## src/rtl/adder_share_arbiter_pkg.sv

```systemverilog
// Shared types and constants for the adder-sharing arbiter.
// Optional feature macro: ADDER_ARB_CARRY_EN (see adder_share_arbiter.sv).
package adder_share_arbiter_pkg;

   typedef enum logic {
      ST_IDLE = 1'b0,
      ST_FULL = 1'b1
   } state_e;

   localparam logic [31:0] ADD_INC = 32'd4;

endpackage

```

## src/rtl/adder_share_arbiter_adder.sv

```systemverilog
// Shared adder: sel=1 -> in1+4, sel=0 -> in1+in2.
// ADDER_ARB_CARRY_EN widens out by one bit to carry the carry-out.
module adder_share_arbiter_adder
   import adder_share_arbiter_pkg::*;
#(
   parameter int unsigned WIDTH = 32
) (
   input  logic [WIDTH-1:0] in1,
   input  logic [WIDTH-1:0] in2,
   input  logic             sel,
`ifdef ADDER_ARB_CARRY_EN
   output logic [WIDTH:0]   out
`else
   output logic [WIDTH-1:0] out
`endif
);

   logic [WIDTH-1:0] op_b;

   always_comb begin
      op_b = sel ? WIDTH'(ADD_INC) : in2;
`ifdef ADDER_ARB_CARRY_EN
      out = {1'b0, in1} + {1'b0, op_b};
`else
      out = in1 + op_b;
`endif
   end

endmodule

```

## src/rtl/adder_share_arbiter.sv

```systemverilog
// Round-robin arbiter sharing one adder among NUM_REQ requesters, one registered result stage.
// ADDER_ARB_CARRY_EN adds the resp_carry output (registered carry-out of the add).
module adder_share_arbiter
   import adder_share_arbiter_pkg::*;
#(
   parameter int unsigned NUM_REQ = 2,
   parameter int unsigned WIDTH   = 32,
   parameter int unsigned ID_W    = 1
) (
   input  logic                     clk,
   input  logic                     rst,
   input  logic [NUM_REQ-1:0]       req_valid,
   output logic [NUM_REQ-1:0]       req_ready,
   input  logic [NUM_REQ*WIDTH-1:0] req_in1,
   input  logic [NUM_REQ*WIDTH-1:0] req_in2,
   input  logic [NUM_REQ-1:0]       req_sel,
   output logic                     resp_valid,
   input  logic                     resp_ready,
   output logic [WIDTH-1:0]         resp_data,
`ifdef ADDER_ARB_CARRY_EN
   output logic                     resp_carry,
`endif
   output logic [ID_W-1:0]          resp_id
);

   state_e            state_q, state_d;
   logic [ID_W-1:0]   rr_ptr_q, rr_ptr_d;
   logic [ID_W-1:0]   id_q, id_d;
   logic [WIDTH-1:0]  data_q, data_d;
   logic [ID_W-1:0]   win_id;
   logic [NUM_REQ-1:0] grant;
   logic              found, can_accept, accept;
   logic [WIDTH-1:0]  mux_in1, mux_in2;
   logic              mux_sel;
   int unsigned       idx;
`ifdef ADDER_ARB_CARRY_EN
   logic              carry_q, carry_d;
   logic [WIDTH:0]    sum;
`else
   logic [WIDTH-1:0]  sum;
`endif

   // Search offsets 0..NUM_REQ-1 from rr_ptr; first valid requester wins.
   always_comb begin
      grant  = '0;
      found  = 1'b0;
      win_id = '0;
      idx    = 0;
      for (int unsigned k = 0; k < NUM_REQ; k++) begin
         idx = 32'(rr_ptr_q) + k;
         if (idx >= NUM_REQ) idx = idx - NUM_REQ;
         for (int unsigned j = 0; j < NUM_REQ; j++) begin
            if (!found && (j == idx) && req_valid[j]) begin
               found    = 1'b1;
               grant[j] = 1'b1;
               win_id   = ID_W'(j);
            end
         end
      end
      can_accept = (state_q == ST_IDLE) || resp_ready;
      accept     = found && can_accept && !rst;
      req_ready  = accept ? grant : '0;
   end

   always_comb begin
      mux_in1 = req_in1[WIDTH-1:0];
      mux_in2 = req_in2[WIDTH-1:0];
      mux_sel = req_sel[0];
      for (int unsigned j = 0; j < NUM_REQ; j++) begin
         if (grant[j]) begin
            mux_in1 = req_in1[j*WIDTH +: WIDTH];
            mux_in2 = req_in2[j*WIDTH +: WIDTH];
            mux_sel = req_sel[j];
         end
      end
   end

   adder_share_arbiter_adder #(
      .WIDTH (WIDTH)
   ) u_adder (
      .in1 (mux_in1),
      .in2 (mux_in2),
      .sel (mux_sel),
      .out (sum)
   );

   always_comb begin
      state_d  = state_q;
      rr_ptr_d = rr_ptr_q;
      data_d   = data_q;
      id_d     = id_q;
`ifdef ADDER_ARB_CARRY_EN
      carry_d  = carry_q;
`endif
      if (accept) begin
         state_d  = ST_FULL;
         data_d   = sum[WIDTH-1:0];
         id_d     = win_id;
         rr_ptr_d = (win_id == ID_W'(NUM_REQ - 1)) ? '0 : win_id + 1'b1;
`ifdef ADDER_ARB_CARRY_EN
         carry_d  = sum[WIDTH];
`endif
      end else if ((state_q == ST_FULL) && resp_ready) begin
         state_d = ST_IDLE;
      end
   end

   always_ff @(posedge clk or posedge rst) begin
      if (rst) begin
         state_q  <= ST_IDLE;
         rr_ptr_q <= '0;
         data_q   <= '0;
         id_q     <= '0;
`ifdef ADDER_ARB_CARRY_EN
         carry_q  <= 1'b0;
`endif
      end else begin
         state_q  <= state_d;
         rr_ptr_q <= rr_ptr_d;
         data_q   <= data_d;
         id_q     <= id_d;
`ifdef ADDER_ARB_CARRY_EN
         carry_q  <= carry_d;
`endif
      end
   end

   assign resp_valid = (state_q == ST_FULL);
   assign resp_data  = data_q;
   assign resp_id    = id_q;
`ifdef ADDER_ARB_CARRY_EN
   assign resp_carry = carry_q;
`endif

endmodule

```

## config.mk

```make
export PLATFORM = sky130hd
export DESIGN_NAME = adder_share_arbiter
export DESIGN_NICKNAME = d
export VERILOG_FILES = /design/src/rtl/adder_share_arbiter_pkg.sv /design/src/rtl/adder_share_arbiter_adder.sv /design/src/rtl/adder_share_arbiter.sv
export SDC_FILE = /design/constraint.sdc
export NUM_CORES = 1
export LEC_CHECK = 0
export BUFFER_PORTS_ARGS = -buffer_cell sky130_fd_sc_hd__buf_2
export CAP_MARGIN = 30
export CORE_UTILIZATION = 45
export DETAILED_ROUTE_END_ITERATION = 10
export PLACE_DENSITY = 0.71
export SYNTH_ARGS = -nofsm -noshare
export SYNTH_HDL_FRONTEND = slang
export SYNTH_HIERARCHICAL = 1
export SYNTH_SLANG_ARGS = --single-unit
```

## constraint.sdc

```tcl
create_clock -name clk -period 4.26 [get_ports clk]
set_clock_uncertainty 0.15 [all_clocks]
set_input_delay 0.426 -clock clk [delete_from_list [all_inputs] [get_ports clk]]
set_output_delay 0.426 -clock clk [all_outputs]
set_load 0.1 [all_outputs]
```

==> flow_summary.json <==
{
  "final_cells": 718,
  "fp.dieH_um": 99.4,
  "drcViolationCount": 0,
  "slew_violations": 0,
  "clkTransAtPathRegs_ns": 0.08,
  "endpoint_kind": "flop",
  "cts_made_buffers": 5,
  "placedCellCount": 710,
  "critical_path_class": "flop to flop",
  "grt_remaining_overflow": 0,
  "p_int_mw": 1.29,
  "min_period_over_period": 0.907,
  "final-hold-violation-count": 0,
  "rrSetupSlack_ns": 0.40,
  "synth_compound_area_frac": 0.159,
  "synth_xor_area_frac": 0.0554,
  "cp_max_fo": 19,
  "period_minus_slack_ns": 3.86,
  "rr_endpoint": "resp_data[28]",
  "cts_num_sinks": 35,
  "start_kind": "flop",
  "fin_ws_ns": 0.397,
  "tightest_slew_ns": 0.745,
  "synth-edff-count": 0,
  "diodes": 0,
  "drv_cap": 0,
  "antenna_left": 0,
  "clk_latency_ns": 0.29,
  "synthArstFlopShare": 1.00,
  "drive_above_1_share": 0.488,
  "clock-root-buffer": "clkbuf_8",
  "grt_start_max_net_pins": 36,
  "utilization": 0.573,
  "ir_drop_mv": 0.374,
  "comb_power_share": 0.731,
  "drt_pre_antenna_iters": 5,
  "status": "finished, final reports clean",
  "antenna_found_initial": 0,
  "vias_per_cell": 5.43,
  "rsz0062_at_grt": "false",
  "drt_iter0_drc": 120,
  "r2r_cells": 13,
  "pwr-share-clk": 0.087,
  "worstSetupEndpoint": "resp_data[28]",
  "die_area_sq_um": 9890,
  "postCtsSetupRepairBufs": 0,
  "dpl-instance-area_sq_um": 5170,
  "coreArea_sq_um": 9200,
  "dp_hpwl_um": 9290,
  "grt_use_total": 0.232,
  "startpoint": "rr_ptr_q",
  "setup_viol": 0,
  "finalInstanceArea_sq_um": 5270,
  "synthMuxAreaShare": 0.288,
  "synth_top_family_by_area": "multiplexers",
  "area_delta_synth_final_pct": 23.5,
  "leakage_nw": 2.57,
  "fillers": 843,
  "synthesis.area_sq_um": 4270,
  "yosys.cell_types.count": 57,
  "first_global_vias": 3889,
  "required_ns": 4.29,
  "p_seq_frac": 0.181,
  "wl_per_cell_um": 15.8,
  "start_util": 0.464,
  "max_freq_ghz": 0.259,
  "routed_wl_um": 11400,
  "nets": 774,
  "p_sw_mw": 1.91,
  "gp_congestion": 0.840,
  "ys_ff_latch": 35,
  "switching_share": 0.598,
  "ys_warn_count": 6,
  "finalSetupTns_ns": 0,
  "crit_arrival_ns": 3.89,
  "dp_slack_ns": 0.167,
  "dr_total_vias": 3901,
  "reg2reg_from": "rr_ptr_q",
  "synth_nets": 608,
  "io_pins": 171,
  "synthCells": 440,
  "port_buffers": 170,
  "postCtsHoldBufs": 0,
  "maxSlewHeadroom": 0.502,
  "fp.dieW_um": 99.4,
  "p_per_area_nw_per_um2": 606,
  "synthAdderAreaFrac": 0.0984,
  "cts.path.max_buffers": 2,
  "row_count": 35,
  "htreeDepth": 2,
  "multi_input_area_sq_um": 3190,
  "cts_tree": "done",
  "ff_latch_area_sq_um": 876,
  "synth-simple-area-share": 0.144,
  "ys_seq_area_frac": 0.205,
  "hp-class": "input port to async pin",
  "ys_dominant_reg_cell": "dfrtp_1",
  "grt_first_pass_wirelength_um": 18200,
  "syn-mean-instance-area_sq_um": 9.71
}
-- cell type report --
class	instances	share of cell area
clock buffer	8	0.0190
inverter	9	0.00641
multi-input combinational	374	0.605
sequential	35	0.166
tap	111	0.0263
timing repair buffer	181	0.178
-- per-stage QoR --
| step | total power, mW | hold slack (ns) |
|---|---|---|
| global placement | 2.90 | 0.338 |
| floorplan | 2.52 | 0.399 |
| detailed placement | 2.92 | 0.338 |
| finish | 3.19 | 0.0896 |
| CTS | 3.21 | 0.109 |
| global route | 3.35 | 0.144 |
-- Yosys cell counts (7+ instances only) --
cell type,instances,area (sq um)
ha_1,32,400
mux2_4,28,420
a21o_1,7,52.6
a21oi_1,28,140
nand3_1,9,45.0
mux2_2,65,732
dfrtp_1,35,876
xnor2_1,16,140
nor2_1,22,82.6
nand2_1,33,124
xor2_1,11,96.3
o21ai_0,10,50.1
nor2b_1,31,194
a31oi_1,7,43.8
inv_1,9,33.8
-- cells by family after synthesis --
| kind of cell | after synthesis |
|---|---|
| buffers and inverters | 31 |
| adder cells (fa/ha/maj) | 33 |
| AND/OR/NAND/NOR | 121 |
| multiplexers | 100 |
| flip-flops | 35 |
| AO/OA/AOI/OAI | 93 |
| XOR/XNOR | 27 |
-- registers in the layout, summed over array words and instances (netlist names) --
signal      count
resp_valid      1
resp_id         1
rr_ptr_q        1
resp_data      32
-- what timing repair did --
action | CTS | global route
setup endpoints to repair | 0 | 2
gates resized for setup | 0 | 1
hold endpoints to repair | 0 | 0
-- power groups by stage --
stage | Clock [mW] | Sequential [mW] | Combinational (mW)
after floorplan | 0 | 1.69 | 0.828
after global placement | 0 | 0.580 | 2.32
after detailed placement | 0 | 0.588 | 2.33
after CTS | 0.287 | 0.582 | 2.34
after global routing | 0.304 | 0.597 | 2.45
final | 0.279 | 0.579 | 2.34
-- placed cells by master, fill, tap and decap left out, types with 2 or more instances in the layout --
master,n
ha_1,32
or3_1,3
mux2_2,65
mux2_1,6
nor3_1,5
nand4_1,2
nand2_1,33
o211ai_1,2
inv_1,9
buf_2,170
o21ai_1,6
dfrtp_1,35
a211oi_1,4
mux2_4,28
o31ai_1,2
a21oi_1,28
o21a_1,6
nor2_1,22
nand2b_1,2
clkbuf_8,7
nor2b_1,31
nand3_1,9
o21ai_0,10
a21o_1,7
o22ai_1,2
and3_1,6
buf_4,10
o21bai_1,3
xor2_1,11
a211oi_2,2
nor4_1,2
a31oi_1,7
xnor2_1,16
-- worst max-delay path, cell delays in order, from the launching register on --
cell	delay, ns
dfrtp_1	0.41
o21ai_4	0.26
mux2_2	0.42
buf_4	0.23
nor2b_1	0.15
ha_1	0.31
a21o_1	0.21
a221o_1	0.42
a211oi_2	0.26
a21oi_2	0.13
a41oi_2	0.28
a31oi_1	0.13
o21a_1	0.12
mux2_4	0.25
-- worst min path at each step --
stage                              end  slack, ns  depth (start not counted)
final                     resp_data[1]       0.09                          3
after global routing      resp_data[0]       0.14                          3
after CTS                     rr_ptr_q       0.11                          3
after detailed placement  resp_data[7]       0.34                          1
after global placement    resp_data[3]       0.34                          1
after floorplan               rr_ptr_q       0.40                          1
-- per-layer routing --
| layer | wire, um | up-vias | share of wire | global-route usage |
|---|---|---|---|---|
| met3 | 520 | 11 | 0.046 | 0.0253 |
| li1 | - | 1934 | - | - |
| met1 | 5030 | 1812 | 0.44 | 0.281 |
| met4 | 157 | 0 | 0.014 | 0.0679 |
| met2 | 5650 | 144 | 0.50 | 0.430 |
| met5 | 0 | - | 0 | 0 |
(Power assumes the default switching activity.)
